File: src/rtl/fifo_param_pkg.sv
// Shared state encodings, default parameters and state-decode helpers for fifo_param.
// Latency: n/a. Backpressure: n/a.
package fifo_param_pkg;

  localparam int DEF_DATA_WIDTH   = 32;
  localparam int DEF_ADDR_WIDTH   = 3;
  localparam int DEF_AEMPTY_LEVEL = 1;

  typedef enum logic [2:0] {
    ST_INIT     = 3'b000,
    ST_NO_OP    = 3'b001,
    ST_WRITE    = 3'b010,
    ST_WR_ERROR = 3'b011,
    ST_READ     = 3'b100,
    ST_RD_ERROR = 3'b101,
    ST_RW       = 3'b110,
    ST_WR_RDERR = 3'b111
  } state_t;

  function automatic int def_afull(input int addr_width);
    return (1 << addr_width) - 1;
  endfunction

  // Entering one of these states commits a write / a read respectively.
  function automatic logic st_wr_ok(input state_t s);
    return (s == ST_WRITE) || (s == ST_RW) || (s == ST_WR_RDERR);
  endfunction

  function automatic logic st_rd_ok(input state_t s);
    return (s == ST_READ) || (s == ST_RW);
  endfunction

endpackage

File: src/rtl/fifo_param_mem.sv
// DEPTH x DATA_WIDTH register file: synchronous write, registered read, storage not reset.
// Latency: read data one edge after i_re. Backpressure: none, caller guards addresses.
module fifo_param_mem #(
  parameter int DATA_WIDTH = 32,
  parameter int ADDR_WIDTH = 3
) (
  input  logic                  clk,
  input  logic                  rst_n,
  input  logic                  i_we,
  input  logic [ADDR_WIDTH-1:0] i_waddr,
  input  logic [DATA_WIDTH-1:0] i_din,
  input  logic                  i_re,
  input  logic [ADDR_WIDTH-1:0] i_raddr,
  output logic [DATA_WIDTH-1:0] o_dout
);

  logic [DATA_WIDTH-1:0] r_mem [1 << ADDR_WIDTH];
  logic [DATA_WIDTH-1:0] r_dout;

  always_ff @(posedge clk) begin
    if (i_we) r_mem[i_waddr] <= i_din;
  end

  // Same-address read+write returns the old word, which is the oldest entry on a full RW.
  always_ff @(posedge clk or negedge rst_n) begin
    if (!rst_n)    r_dout <= '0;
    else if (i_re) r_dout <= r_mem[i_raddr];
  end

  assign o_dout = r_dout;

endmodule

File: src/rtl/fifo_param.sv
// Parametrised synchronous FIFO with 3-bit request-result state machine, flags and ack/err.
// Latency: one edge for data, count, flags and ack/err; overflow/underflow reported via wr_err/rd_err, never stalls.
module fifo_param
  import fifo_param_pkg::*;
#(
  parameter int DATA_WIDTH   = DEF_DATA_WIDTH,
  parameter int ADDR_WIDTH   = DEF_ADDR_WIDTH,
  parameter int AFULL_LEVEL  = def_afull(ADDR_WIDTH),
  parameter int AEMPTY_LEVEL = DEF_AEMPTY_LEVEL
) (
  input  logic                  clk,
  input  logic                  reset_n,
  input  logic                  wr_en,
  input  logic [DATA_WIDTH-1:0] din,
  input  logic                  rd_en,
  output logic [DATA_WIDTH-1:0] dout,
  output logic [ADDR_WIDTH:0]   data_count,
  output logic                  full,
  output logic                  empty,
  output logic                  almost_full,
  output logic                  almost_empty,
  output logic                  wr_ack,
  output logic                  wr_err,
  output logic                  rd_ack,
  output logic                  rd_err
);

  localparam logic [ADDR_WIDTH:0]   DEPTH_CNT = (ADDR_WIDTH+1)'(1 << ADDR_WIDTH);
  localparam logic [ADDR_WIDTH:0]   AF_CNT    = (ADDR_WIDTH+1)'(AFULL_LEVEL);
  localparam logic [ADDR_WIDTH:0]   AE_CNT    = (ADDR_WIDTH+1)'(AEMPTY_LEVEL);
  localparam logic [ADDR_WIDTH:0]   CNT_ONE   = (ADDR_WIDTH+1)'(1);
  localparam logic [ADDR_WIDTH-1:0] PTR_ONE   = ADDR_WIDTH'(1);

  state_t                r_state;
  state_t                w_next_state;
  logic [ADDR_WIDTH-1:0] r_head;
  logic [ADDR_WIDTH-1:0] r_tail;
  logic [ADDR_WIDTH:0]   r_count;
  logic                  w_full;
  logic                  w_empty;
  logic                  w_wr_go;
  logic                  w_rd_go;

  assign w_full  = (r_count == DEPTH_CNT);
  assign w_empty = (r_count == '0);

  // Both requests on a full FIFO still go to RW: the read frees the slot the write uses.
  always_comb begin
    w_next_state = ST_NO_OP;
    case ({wr_en, rd_en})
      2'b00:   w_next_state = ST_NO_OP;
      2'b10:   w_next_state = w_full  ? ST_WR_ERROR : ST_WRITE;
      2'b01:   w_next_state = w_empty ? ST_RD_ERROR : ST_READ;
      default: w_next_state = w_empty ? ST_WR_RDERR : ST_RW;
    endcase
  end

  assign w_wr_go = st_wr_ok(w_next_state);
  assign w_rd_go = st_rd_ok(w_next_state);

  always_ff @(posedge clk or negedge reset_n) begin
    if (!reset_n) begin
      r_state <= ST_INIT;
      r_head  <= '0;
      r_tail  <= '0;
      r_count <= '0;
    end else begin
      r_state <= w_next_state;
      if (w_wr_go) r_tail <= r_tail + PTR_ONE;
      if (w_rd_go) r_head <= r_head + PTR_ONE;
      case ({w_wr_go, w_rd_go})
        2'b10:   r_count <= r_count + CNT_ONE;
        2'b01:   r_count <= r_count - CNT_ONE;
        default: r_count <= r_count;
      endcase
    end
  end

  fifo_param_mem #(
    .DATA_WIDTH (DATA_WIDTH),
    .ADDR_WIDTH (ADDR_WIDTH)
  ) u_mem (
    .clk     (clk),
    .rst_n   (reset_n),
    .i_we    (w_wr_go),
    .i_waddr (r_tail),
    .i_din   (din),
    .i_re    (w_rd_go),
    .i_raddr (r_head),
    .o_dout  (dout)
  );

  assign data_count   = r_count;
  assign full         = w_full;
  assign empty        = w_empty;
  assign almost_full  = (r_count >= AF_CNT);
  assign almost_empty = (r_count <= AE_CNT);

  assign wr_ack = st_wr_ok(r_state);
  assign wr_err = (r_state == ST_WR_ERROR);
  assign rd_ack = st_rd_ok(r_state);
  assign rd_err = (r_state == ST_RD_ERROR) || (r_state == ST_WR_RDERR);

endmodule
File: config.mk
export PLATFORM = sky130hd
export DESIGN_NAME = fifo_param
export DESIGN_NICKNAME = d
export VERILOG_FILES = /design/src/rtl/fifo_param_pkg.sv /design/src/rtl/fifo_param_mem.sv /design/src/rtl/fifo_param.sv
export SDC_FILE = /design/constraint.sdc
export NUM_CORES = 1
export LEC_CHECK = 0
export BUFFER_PORTS_ARGS = -buffer_cell sky130_fd_sc_hd__buf_2
export CAP_MARGIN = 30
export CELL_PAD_IN_SITES_DETAIL_PLACEMENT = 2
export CELL_PAD_IN_SITES_GLOBAL_PLACEMENT = 2
export CORE_AREA = 4 4 115 226
export CTS_CLUSTER_DIAMETER = 100
export CTS_CLUSTER_SIZE = 24
export DETAILED_ROUTE_END_ITERATION = 6
export DIE_AREA = 0 0 119 230
export PLACE_DENSITY_LB_ADDON = 0.1
export REMOVE_ABC_BUFFERS = 1
export SYNTH_ARGS = -nofsm -noshare
export SYNTH_HDL_FRONTEND = slang
export SYNTH_SLANG_ARGS = --single-unit
export TNS_END_PERCENT = 5
File: constraint.sdc
create_clock -name clk -period 7.6 [get_ports clk]
set_input_delay 0.38 -clock clk [delete_from_list [all_inputs] [get_ports clk]]
set_output_delay 0.38 -clock clk [all_outputs]
set_load 0.01 [all_outputs]
==> run_results.csv <==
group,metric,value,unit
sta,setup_viol,0,
cts,cts_root_buf,"clkbuf_16",
cts,clk-insertion-delay-late,510,ps
synthesis,netlist-cell-type-count,36,
worst_setup_path,reg2reg_depth,10,
worst_setup_path,reg2reg_slack,4780,ps
grt,antenna_found_initial,2,
grt,grt.total_usage,22.7,%
die,core_area,0.0244,mm²
die,core.rowCount,81,
cells_and_area,most-common-layout-cells,"256 x edfxtp_1, 79 x buf_2, 65 x mux2_2, 65 x mux2i_1, 44 x dfrtp_1",
detailed_routing,detail-route-antenna-nets,0,
worst_setup_path,cp_slowest_cell,"dfrtp_1",
sta,fin_skew,13.7,ps
detailed_routing,drtIter0Drc,486,
detailed_routing,routed_wl,30.5,mm
cts,ctsResizeCount,0,
worst_setup_path,critical_path.top_delay_family,"simple AND/OR/NAND/NOR gates",
worst_setup_path,cp-start-kind,"flip-flop",
sta,holdWs,5.27,ps
cells_and_area,stdcell_count,1075,
detailed_routing,wl_per_cell,28.3,µm
cts,post-cts-setup-buffer-count,0,
grt,grt_pass1_vias,7174,
power_and_ir_drop,power.density,370,mW/mm²
sta,fin_crit_sh,37.2,%
power_and_ir_drop,internal_power,3.19,mW
cells_and_area,ff_latch_area,0.00882,mm²
detailed_routing,drc_errors,0,
min_path,min_path_type,"in2async",
synthesis,netlist_area,0.0117,mm²
place,routabilityCongestion,0.715,
cts,cts_made_buffers,16,
cells_and_area,fill_cells,2127,
cells_and_area,design_area,0.0130,mm²
die,start_util,47.8,%
cts,hold_buffers,0,
cells_and_area,nets,775,
grt,grt_pass1_wl,46.2,mm
sta,worstMarginPinSlew,969,ps
cells_and_area,drive_gt1_share,26.1,%
cells_and_area,multiInputGateArea,0.00271,mm²
worst_setup_path,crit_buf_inv,3,
cts,cts_tree,"done",
die,io-pin-count,80,
worst_setup_path,worstSetupPathType,"reg2reg",
worst_setup_path,path_depth,10,
worst_setup_path,critPathMaxFanout,35,
cells_and_area,syn_to_final_growth,11.3,%
die,die-area,0.0274,mm²
synthesis,ys_ff_latch,301,
sta,period_needed,2820,ps
cells_and_area,antenna_cells,0,
place,dp_cells,1047,
detailed_routing,firstDrtPassIters,4,
power_and_ir_drop,ir_drop,0.268,mV
cts,clkSinkCount,301,
die,die-height,230,µm
place,dpl.hpwl,17.7,mm
power_and_ir_drop,p_sw,1.63,mW
grt,grt_overflow,0,
synthesis,syn_avg_cell_area,17.8,µm²
power_and_ir_drop,p_leak,4.62,nW
detailed_routing,num_vias,6237,
cts,cts.clk_slew.worst_paths,100,ps
power_and_ir_drop,switching_share,33.8,%
worst_setup_path,crit_path_max_incr_delay,500,ps
run,maxCapViolCount,0,
place,placed_cell_area,0.0125,mm²
power_and_ir_drop,pwr-share-clk,19.3,%
worst_setup_path,r2r-end,"data_count[3]$_DFFE_PN0P_",
synthesis,synth_seq_area_share,75.4,%
worst_setup_path,rr_startpoint,"data_count[0]$_DFFE_PN0P_",
cells_and_area,final_common_cell,"edfxtp_1",
worst_setup_path,cp-end-kind,"flip-flop",
sta,hold_viol,0,
power_and_ir_drop,seq_power_share,48.2,%
sta,max_slew_margin,35.4,%
worst_setup_path,cp.arrival,3260,ps
sta,fin_setup_tns,0,ps
place,port_buffers,79,
sta,max_freq,354,MHz
detailed_routing,viasPerCell,5.80,
cts,cts_max_path_buffers,3,
sta,rsz0062_at_grt,"false",
worst_setup_path,crit_chain,"inv_1 -> ha_1 -> nor3b_4 -> buf_4 -> nand2b_1 -> inv_2 -> ha_1 -> or4b_1 -> a21oi_1 -> xor2_1",
grt,grt_max_degree,62,
die,die_w,119,µm
outcome,status,"finished clean",
sta,slew_viol_final,0,
synthesis,ys_warn_count,0,
synthesis,synthCells,658,
worst_setup_path,cp-startpoint,"data_count[0]$_DFFE_PN0P_",
worst_setup_path,cp_common_cell,"ha_1",
power_and_ir_drop,comb_power_share,32.5,%
worst_setup_path,cp.required,8030,ps
cts,htreeDepth,1,
-- through the flow --
stage	power (mW)	util, %	worst slack [ps]
3_3_place_gp	3.80	51.1	4720
6_report	4.81	53.3	4780
5_1_grt	5.07	53.3	4640
2_1_floorplan	3.34	-	3090
4_1_cts	4.89	53.3	4740
3_5_place_dp	3.96	51.3	4750
-- Yosys cell counts --
| cell type | count | share of area (%) |
|---|---|---|
| nand3b_1 | 1 | 0.064 |
| a22o_1 | 32 | 2.4 |
| nand3_1 | 2 | 0.086 |
| or4b_1 | 1 | 0.086 |
| nand4b_1 | 1 | 0.075 |
| mux2_1 | 1 | 0.096 |
| mux2i_1 | 65 | 5.6 |
| a21o_1 | 1 | 0.064 |
| inv_1 | 5 | 0.16 |
| and3_1 | 1 | 0.054 |
| a21oi_1 | 1 | 0.043 |
| o31a_1 | 1 | 0.075 |
| dfrtp_1 | 45 | 9.6 |
| a21boi_0 | 1 | 0.064 |
| nor2_1 | 10 | 0.32 |
| xnor2_1 | 5 | 0.37 |
| o31ai_1 | 32 | 2.1 |
| nor2b_1 | 1 | 0.054 |
| and2_1 | 1 | 0.054 |
| buf_2 | 8 | 0.34 |
| o22ai_1 | 32 | 1.7 |
| clkbuf_1 | 21 | 0.67 |
| nand4bb_1 | 1 | 0.096 |
| nor3_1 | 3 | 0.13 |
| nand2_1 | 4 | 0.13 |
| and3b_1 | 1 | 0.075 |
| nor3b_1 | 1 | 0.064 |
| edfxtp_1 | 256 | 66 |
| buf_4 | 11 | 0.71 |
| xor2_1 | 3 | 0.22 |
| o21ai_0 | 33 | 1.4 |
| nor3b_4 | 1 | 0.16 |
| mux2_2 | 65 | 6.3 |
| inv_2 | 1 | 0.032 |
| ha_1 | 6 | 0.64 |
| nand2b_1 | 4 | 0.21 |
-- registers in the layout, summed over array words and instances (netlist names) --
name	flops
data_count	4
r_head	3
r_state	3
r_tail	3
u_mem.o_dout	32
u_mem.r_mem	256
-- power by group through the flow --
stage	Sequential [mW]	Clock [mW]	Combinational (mW)
4_1_cts	2.32	0.966	1.60
3_5_place_dp	2.36	0	1.60
2_1_floorplan	2.43	0	0.915
3_3_place_gp	2.37	0	1.43
5_1_grt	2.35	1.03	1.69
6_report	2.32	0.928	1.56
-- worst max-delay path by stage --
| stage | end | slack, ps |
|---|---|---|
| global placement | u_mem.o_dout[1]$_DFFE_PN0P_ | 4720 |
| finish | data_count[3]$_DFFE_PN0P_ | 4780 |
| global route | data_count[3]$_DFFE_PN0P_ | 4640 |
| detailed placement | data_count[3]$_DFFE_PN0P_ | 4750 |
| CTS | data_count[3]$_DFFE_PN0P_ | 4740 |
| floorplan | r_head[1]$_DFFE_PN0P_ | 3090 |
-- final cells by class --
cell class	instances	area share, %
well taps	332	3.19
clock buffers	27	3.56
multi-input cells	311	20.8
clock inverters	1	0.125
flip-flops and latches	301	67.8
repair buffers	97	4.33
inverters	6	0.173
-- cell families (layout without fill, tap and decap cells) --
kind of cell               count (synthesis)  count (layout)  share of synthesized area [%]
DFF                                      301             301                           75.4
and+or+nand+nor                           33              33                           1.66
muxes                                    131             131                           11.9
buffers and inverters                     46             131                           1.92
xor gates and xnor gates                   8               8                          0.600
adders and majority gates                  6               6                          0.642
AOI/OAI and AO/OA                        133             133                           7.83
-- worst register-to-register path, cell delays in order (launching register included) --
cell,delay (ps)
dfrtp_1,500
inv_1,80
ha_1,270
nor3b_4,170
buf_4,310
nand2b_1,250
inv_2,80
ha_1,250
or4b_1,450
a21oi_1,200
xor2_1,190
-- metal layers --
| layer | routed length, µm | vias up | part of all wire, % | global-route usage [%] |
|---|---|---|---|---|
| met5 | 0 | - | 0 | 0 |
| met4 | 459 | 0 | 1.5 | 5.01 |
| met3 | 1150 | 21 | 3.8 | 2.14 |
| met2 | 17700 | 136 | 58 | 44.1 |
| met1 | 11200 | 3328 | 37 | 26.6 |
| li1 | - | 2752 | - | - |
No activity file was read; power rests on OpenSTA's default activity.
